$ cat src/rtl/fetch_unit_pkg.sv
// rtl/fetch_unit_pkg.sv - shared constants and types for the instruction-fetch stage
// Purpose: phase-bus indices, fault codes, fetch FSM state encoding, NOP encoding
// and the wait-timer width. No ports.
package fetch_unit_pkg;

    // One-hot phase bus layout driven by the phase sequencer
    localparam int PHASE_W = 5;
    localparam int PH_F    = 0;
    localparam int PH_D    = 1;
    localparam int PH_E    = 2;
    localparam int PH_M    = 3;
    localparam int PH_W    = 4;

    // Instruction-register value after reset
    localparam logic [31:0] NOP_INSN = 32'h0000_0000;

    // Wide enough for the largest legal TIMEOUT (255)
    localparam int TIMER_W = 8;

    typedef enum logic [1:0] {
        FAULT_NONE     = 2'b00,
        FAULT_MISALIGN = 2'b01,
        FAULT_TIMEOUT  = 2'b10
    } fault_e;

    typedef enum logic [1:0] {
        ST_IDLE  = 2'b00,
        ST_REQ   = 2'b01,
        ST_DONE  = 2'b10,
        ST_FAULT = 2'b11
    } fetch_state_e;

endpackage

$ cat src/rtl/fetch_unit_if.sv
// rtl/fetch_unit_if.sv - instruction-memory read handshake bundle
// Purpose: groups the single-word read request/acknowledge bus.
// Signals: imem_req (request), imem_addr (word address), imem_ack (data valid),
//          imem_rdata (instruction word).
// Modports: master = fetch side, slave = memory side.
interface fetch_unit_if;

    logic        imem_req;
    logic [31:0] imem_addr;
    logic        imem_ack;
    logic [31:0] imem_rdata;

    modport master (
        output imem_req,
        output imem_addr,
        input  imem_ack,
        input  imem_rdata
    );

    modport slave (
        input  imem_req,
        input  imem_addr,
        output imem_ack,
        output imem_rdata
    );

endinterface

$ cat src/rtl/fetch_timer.sv
// rtl/fetch_timer.sv - wait counter bounding how long a fetch request may stay unacknowledged
// Ports:
//   clk, rst     clock, asynchronous active-low reset
//   clr_i        force the count to zero (takes priority over en_i)
//   en_i         increment the count
//   expired_o    count has reached TIMEOUT-1
module fetch_timer
    import fetch_unit_pkg::*;
#(
    parameter int TIMEOUT = 16
) (
    input  logic clk,
    input  logic rst,
    input  logic clr_i,
    input  logic en_i,
    output logic expired_o
);

    logic [TIMER_W-1:0] cnt_q;

    always_ff @(posedge clk or negedge rst) begin
        if (!rst) begin
            cnt_q <= '0;
        end else if (clr_i) begin
            cnt_q <= '0;
        end else if (en_i) begin
            cnt_q <= cnt_q + TIMER_W'(1);
        end
    end

    assign expired_o = (cnt_q == TIMER_W'(TIMEOUT - 1));

endmodule

$ cat src/rtl/fetch_unit.sv
// rtl/fetch_unit.sv - instruction-fetch stage: one memory read per entry into the F phase
// Ports:
//   clk, rst      clock, asynchronous active-low reset
//   phase         one-hot phase bus from the sequencer
//   pc_reg        committed program counter
//   imem          instruction-memory read bus (master side)
//   ir, ir_valid  instruction register and its valid flag
//   pc_plus4      fetched address + 4, for the next-PC mux
//   fetch_done    one-cycle pulse when ir loads
//   fetch_stall   hold the sequencer in F
//   fetch_fault   sticky fault code (none / misaligned / timeout)
module fetch_unit #(
    parameter int          PHASE_W  = fetch_unit_pkg::PHASE_W,
    parameter int          F_IDX    = fetch_unit_pkg::PH_F,
    parameter int          TIMEOUT  = 16,
    parameter logic [31:0] RESET_IR = fetch_unit_pkg::NOP_INSN
) (
    input  logic               clk,
    input  logic               rst,
    input  logic [PHASE_W-1:0] phase,
    input  logic [31:0]        pc_reg,
    fetch_unit_if.master       imem,
    output logic [31:0]        ir,
    output logic               ir_valid,
    output logic [31:0]        pc_plus4,
    output logic               fetch_done,
    output logic               fetch_stall,
    output logic [1:0]         fetch_fault
);

    import fetch_unit_pkg::*;

    fetch_state_e state_q;
    fault_e       fault_q;
    logic         req_q;
    logic [31:0]  addr_q;
    logic [31:0]  pc_plus4_q;
    logic [31:0]  ir_q;
    logic         ir_valid_q;
    logic         done_q;
    logic         phase_f_q;

    logic phase_f;
    logic fetch_start;
    logic timer_clr;
    logic timer_en;
    logic timer_expired;

    // Only the fetch bit of the phase bus matters here
    logic unused_phase_bits;
    assign unused_phase_bits = ^phase;

    assign phase_f = phase[F_IDX];

    // Rising edge of F: holding F across instructions does not refetch
    assign fetch_start = phase_f && !phase_f_q;

    // The counter sits at zero outside REQ, so each request starts from zero
    assign timer_clr = (state_q != ST_REQ);
    assign timer_en  = (state_q == ST_REQ) && !imem.imem_ack;

    fetch_timer #(
        .TIMEOUT (TIMEOUT)
    ) u_fetch_timer (
        .clk       (clk),
        .rst       (rst),
        .clr_i     (timer_clr),
        .en_i      (timer_en),
        .expired_o (timer_expired)
    );

    always_ff @(posedge clk or negedge rst) begin
        if (!rst) begin
            state_q    <= ST_IDLE;
            fault_q    <= FAULT_NONE;
            req_q      <= 1'b0;
            addr_q     <= 32'h0000_0000;
            pc_plus4_q <= 32'h0000_0004;
            ir_q       <= RESET_IR;
            ir_valid_q <= 1'b0;
            done_q     <= 1'b0;
            phase_f_q  <= 1'b0;
        end else begin
            phase_f_q <= phase_f;
            done_q    <= 1'b0;
            case (state_q)
                ST_IDLE: begin
                    if (fetch_start) begin
                        ir_valid_q <= 1'b0;
                        if (pc_reg[1:0] == 2'b00) begin
                            state_q    <= ST_REQ;
                            req_q      <= 1'b1;
                            addr_q     <= pc_reg;
                            pc_plus4_q <= pc_reg + 32'd4;
                        end else begin
                            state_q <= ST_FAULT;
                            fault_q <= FAULT_MISALIGN;
                        end
                    end
                end
                ST_REQ: begin
                    if (imem.imem_ack) begin
                        state_q    <= ST_DONE;
                        req_q      <= 1'b0;
                        ir_q       <= imem.imem_rdata;
                        ir_valid_q <= 1'b1;
                        done_q     <= 1'b1;
                    end else if (timer_expired) begin
                        state_q <= ST_FAULT;
                        fault_q <= FAULT_TIMEOUT;
                        req_q   <= 1'b0;
                    end
                end
                ST_DONE: begin
                    // ir stays valid through the remaining phases
                    if (!phase_f) begin
                        state_q <= ST_IDLE;
                    end
                end
                ST_FAULT: begin
                    // Terminal until reset
                    req_q      <= 1'b0;
                    ir_valid_q <= 1'b0;
                end
                default: begin
                    state_q <= ST_IDLE;
                end
            endcase
        end
    end

    assign imem.imem_req  = req_q;
    assign imem.imem_addr = addr_q;
    assign ir             = ir_q;
    assign ir_valid       = ir_valid_q;
    assign pc_plus4       = pc_plus4_q;
    assign fetch_done     = done_q;
    assign fetch_fault    = fault_q;
    assign fetch_stall    = (phase_f && (state_q != ST_DONE)) || (state_q == ST_FAULT);

endmodule

$ cat src/flat_wrapper.sv
// flat-port wrapper written by rule: the top's interface ports become plain ports
module fetch_unit_flat import fetch_unit_pkg::*;
#(
    parameter int          PHASE_W  = fetch_unit_pkg::PHASE_W,
    parameter int          F_IDX    = fetch_unit_pkg::PH_F,
    parameter int          TIMEOUT  = 16,
    parameter logic [31:0] RESET_IR = fetch_unit_pkg::NOP_INSN
)
  (clk, rst, phase, pc_reg, ir, ir_valid, pc_plus4, fetch_done, fetch_stall, fetch_fault, imem_imem_req, imem_imem_addr, imem_imem_ack, imem_imem_rdata);
  fetch_unit_if imem_i ();
  input  logic clk;
  input  logic rst;
  input  logic [PHASE_W-1:0] phase;
  input  logic [31:0] pc_reg;
  output logic [31:0] ir;
  output logic ir_valid;
  output logic [31:0] pc_plus4;
  output logic fetch_done;
  output logic fetch_stall;
  output logic [1:0] fetch_fault;
  output wire logic [$bits(imem_i.imem_req)-1:0] imem_imem_req;
  output wire logic [$bits(imem_i.imem_addr)-1:0] imem_imem_addr;
  input wire logic [$bits(imem_i.imem_ack)-1:0] imem_imem_ack;
  input wire logic [$bits(imem_i.imem_rdata)-1:0] imem_imem_rdata;
  assign imem_imem_req = imem_i.imem_req;
  assign imem_imem_addr = imem_i.imem_addr;
  assign imem_i.imem_ack = imem_imem_ack;
  assign imem_i.imem_rdata = imem_imem_rdata;
  fetch_unit #(.PHASE_W(PHASE_W), .F_IDX(F_IDX), .TIMEOUT(TIMEOUT), .RESET_IR(RESET_IR)) u_core (.clk(clk), .rst(rst), .phase(phase), .pc_reg(pc_reg), .imem(imem_i), .ir(ir), .ir_valid(ir_valid), .pc_plus4(pc_plus4), .fetch_done(fetch_done), .fetch_stall(fetch_stall), .fetch_fault(fetch_fault));
endmodule
$ cat config.mk
export PLATFORM = sky130hd
export DESIGN_NAME = fetch_unit_flat
export DESIGN_NICKNAME = d
export VERILOG_FILES = /design/src/rtl/fetch_unit_pkg.sv /design/src/rtl/fetch_unit_if.sv /design/src/rtl/fetch_timer.sv /design/src/rtl/fetch_unit.sv /design/src/flat_wrapper.sv
export SDC_FILE = /design/constraint.sdc
export NUM_CORES = 1
export LEC_CHECK = 0
export BUFFER_PORTS_ARGS = -buffer_cell sky130_fd_sc_hd__clkbuf_2
export CAP_MARGIN = 15
export CORE_MARGIN = 4
export CORE_UTILIZATION = 50
export CTS_CLUSTER_SIZE = 12
export DETAILED_ROUTE_END_ITERATION = 6
export PLACE_DENSITY = 0.8
export SLEW_MARGIN = 20
export SYNTH_ARGS = -nofsm -noshare
export SYNTH_HDL_FRONTEND = slang
export SYNTH_HIERARCHICAL = 1
export SYNTH_SLANG_ARGS = --single-unit
$ cat constraint.sdc
create_clock -name clk -period 2.78 [get_ports clk]
set_input_delay 0.417 -clock clk [delete_from_list [all_inputs] [get_ports clk]]
set_output_delay 0.417 -clock clk [all_outputs]
set_load 0.05 [all_outputs]
==> impl_metrics.json <==
{
  "min_period_over_period_pct": 84.5,
  "root_buffer": "clkbuf_8",
  "drt_wl_total_microns": 11700,
  "critPathSlowestCell": "dfrtp_1",
  "tightest_slew_ns": 0.646,
  "setup_tns_ns": 0,
  "crit_type": "flip-flop to flip-flop",
  "maxCapViolCount": 0,
  "syn-cell-area_sq_um": 4960,
  "required_ns": 3.00,
  "worstSetupStartpointType": "flip-flop",
  "ys_types": 43,
  "worstPathMaxFanout": 61,
  "timing.rr.end": "u_core/pc_plus4[6]",
  "die_area_sq_um": 11600,
  "crit_arrival_ns": 2.57,
  "wl_per_cell_microns": 15.2,
  "dp_cells": 754,
  "initial_core_util_pct": 51.0,
  "timing.rr.start": "u_core/state_q[1]",
  "seq_area_frac_synth_pct": 55.5,
  "layout.cells.non_filler": 770,
  "overflow": 0,
  "antenna_left": 0,
  "dp_hpwl_microns": 8770,
  "die_h_microns": 108,
  "pwr-share-seq_pct": 33.9,
  "powerDensity_nw_per_um2": 1280,
  "setup_ws_ns": 0.432,
  "synth_seq_cells": 110,
  "fp.dieW_microns": 108,
  "total_power_mw": 7.82,
  "reg2reg_depth": 7,
  "final_common_cell": "clkbuf_2",
  "p_sw_mw": 4.12,
  "rrSetupSlack_ns": 0.43,
  "globalplace.congestion": 0.802,
  "crit_path_start": "u_core/state_q[1]",
  "crit_family": "simple AND/OR/NAND/NOR gates",
  "portBuffers": 169,
  "grt_max_degree": 66,
  "finalNetCount": 713,
  "route.detailed.drc": 0,
  "coreArea_sq_um": 9730,
  "rsz0062_at_grt": "no",
  "setup_viol": 0,
  "cts_buffer_depth": 2,
  "io_pins": 174,
  "cts-buffers-inserted": 9,
  "hold_class": "primary input to asynchronous set/reset pin",
  "comb_power_share_pct": 54.1,
  "drtIter0Drc": 178,
  "slowest_delay_ns": 0.45,
  "antenna_found_initial": 0,
  "critical_path_depth": 7,
  "cp_cell_sequence": "inv_1, ha_1, or3b_1, or2_2, buf_4, nand2_1, o21ai_0",
  "clock.fmax_mhz": 426,
  "end_kind": "flip-flop",
  "drive_gt1_share_pct": 36.4,
  "syn_area_per_cell_sq_um": 10.5,
  "cts.sinks": 110,
  "placed_area_sq_um": 5910,
  "finalHoldViolCount": 0,
  "postCtsHoldBufs": 0,
  "htreeDepth": 3,
  "area.growth.synth_to_final_pct": 22.8,
  "crit_path_end": "u_core/pc_plus4[6]",
  "synth_nets": 554,
  "cts_setup_buffers": 0,
  "skew_ns": 0.0106,
  "crit_buf_inv": 2,
  "cts_resized": 0,
  "peakVddDrop_mv": 0.750,
  "track_usage_pct": 20.3,
  "synthCells": 473,
  "clkPwrFrac_pct": 12.0,
  "num_vias": 4067,
  "post-route-min-period_ns": 2.35,
  "place_ws_ns": 0.444,
  "first_pass_iters": 4,
  "clock_latency_ns": 0.36,
  "drv_slew": 0,
  "design_area_sq_um": 6100,
  "status": "completed",
  "diodes": 0,
  "layout_common_cells": "clkbuf_2 (168), nand2_1 (110), dfrtp_1 (109), mux2_2 (37), o21ai_0 (29)",
  "first_global_vias": 3890,
  "grt_pass1_wl_microns": 18600,
  "p_int_mw": 3.71,
  "total_leakage_power_nw": 3.06,
  "relSlewSlack_pct": 56.9,
  "vias_per_cell": 5.28,
  "yosys_warnings": 6,
  "clkTransAtPathRegs_ns": 0.10,
  "sw_frac_of_total_pct": 52.6,
  "cts_tree": "done",
  "rows": 36
}
[layout make-up]
class | count | area (sq um)
inverters | 7 | 26.3
fillers | 814 | 3630
repair buffers | 173 | 903
well taps | 133 | 166
clock buffers | 13 | 139
flip-flops and latches | 110 | 2750
multi-input cells | 331 | 2060
clock inverters | 3 | 47.5
[Yosys cell counts, drive strengths merged]
master / instances / share of area [%]
a31oi: 15 / 1.9
o21ai: 29 / 2.9
nor4: 1 / 0.13
mux2: 37 / 8.4
nand2b: 3 / 0.38
mux2i: 3 / 0.61
or3: 11 / 1.4
a21o: 1 / 0.15
nor2: 23 / 1.7
dfrtp: 109 / 55
a21oi: 4 / 0.40
a211oi: 2 / 0.30
nand4b: 1 / 0.18
o2bb2ai: 1 / 0.18
or3b: 1 / 0.18
nand4: 16 / 2.4
dfstp: 1 / 0.53
or4: 11 / 1.7
xor2: 12 / 2.1
and4: 5 / 0.91
and2: 3 / 0.38
o31ai: 8 / 1.2
nor2b: 1 / 0.13
inv: 7 / 0.53
nand2: 110 / 8.3
clkbuf: 10 / 0.76
o211ai: 1 / 0.15
o41ai: 1 / 0.18
ha: 9 / 2.3
xnor2: 4 / 0.71
or2: 2 / 0.25
nand3: 14 / 1.4
buf: 15 / 1.9
and3: 2 / 0.25
[through the flow]
step | hold slack (ns) | utilization (%)
2_1_floorplan | 0.121 | -
3_3_place_gp | 0.445 | 60.7
3_5_place_dp | 0.451 | 60.7
4_1_cts | 0.0426 | 62.7
5_1_grt | 0.0578 | 62.7
6_report | 0.0431 | 62.7
[sequential cells by signal, summed over array words and instances, names as in the netlist]
signal / count
u_core/ir_valid: 1
u_core/phase_f_q: 1
u_core/fetch_fault: 2
u_core/fetch_done: 1
u_core/u_fetch_timer/cnt_q: 8
u_core/ir: 32
u_core/pc_plus4: 30
u_core/imem.imem_addr: 32
u_core/imem.imem_req: 1
u_core/state_q: 2
[logic make-up after synthesis]
logic type	after synthesis	share of synthesized area [%]
buffers and inverters	32	3.18
and+or+nand+nor	204	19.9
DFF	110	55.5
xor gates and xnor gates	16	2.82
muxes	40	9.00
AOI/OAI and AO/OA	62	7.39
adders and majority gates	9	2.27
[how the worst min path moves through the flow]
| stage | cells past startpoint | slack, ns | end | start |
|---|---|---|---|---|
| after global placement | 1 | 0.45 | u_core/ir[1] | rst |
| final | 1 | 0.04 | u_core/ir[31] | rst |
| after floorplan | 0 | 0.12 | u_core/fetch_done | rst |
| after global routing | 1 | 0.06 | u_core/ir[3] | rst |
| after detailed placement | 1 | 0.45 | u_core/ir[31] | rst |
| after CTS | 1 | 0.04 | u_core/ir[31] | rst |
[worst register-to-register path: stages, from the launching register on]
cell	delay (ns)
dfrtp_1	0.45
inv_1	0.16
ha_1	0.26
or3b_1	0.42
or2_2	0.36
buf_4	0.32
nand2_1	0.14
o21ai_0	0.10
[metal layers]
layer | global-route usage (%) | vias to the layer above | wire [microns]
met5 | 0 | - | 0
met4 | 5.68 | 0 | 110
met2 | 32.9 | 154 | 5620
met3 | 6.30 | 10 | 1000
met1 | 26.4 | 1941 | 4990
li1 | - | 1962 | -
[power by group through the flow]
stage | Combinational (mW) | Sequential, mW | Clock, mW
finish | 4.23 | 2.65 | 0.938
global route | 4.47 | 2.75 | 1.05
CTS | 4.27 | 2.66 | 0.974
detailed placement | 4.27 | 2.68 | 0
global placement | 4.19 | 2.64 | 0
floorplan | 0.935 | 4.93 | 0
No activity file was read; power rests on OpenSTA's default activity.
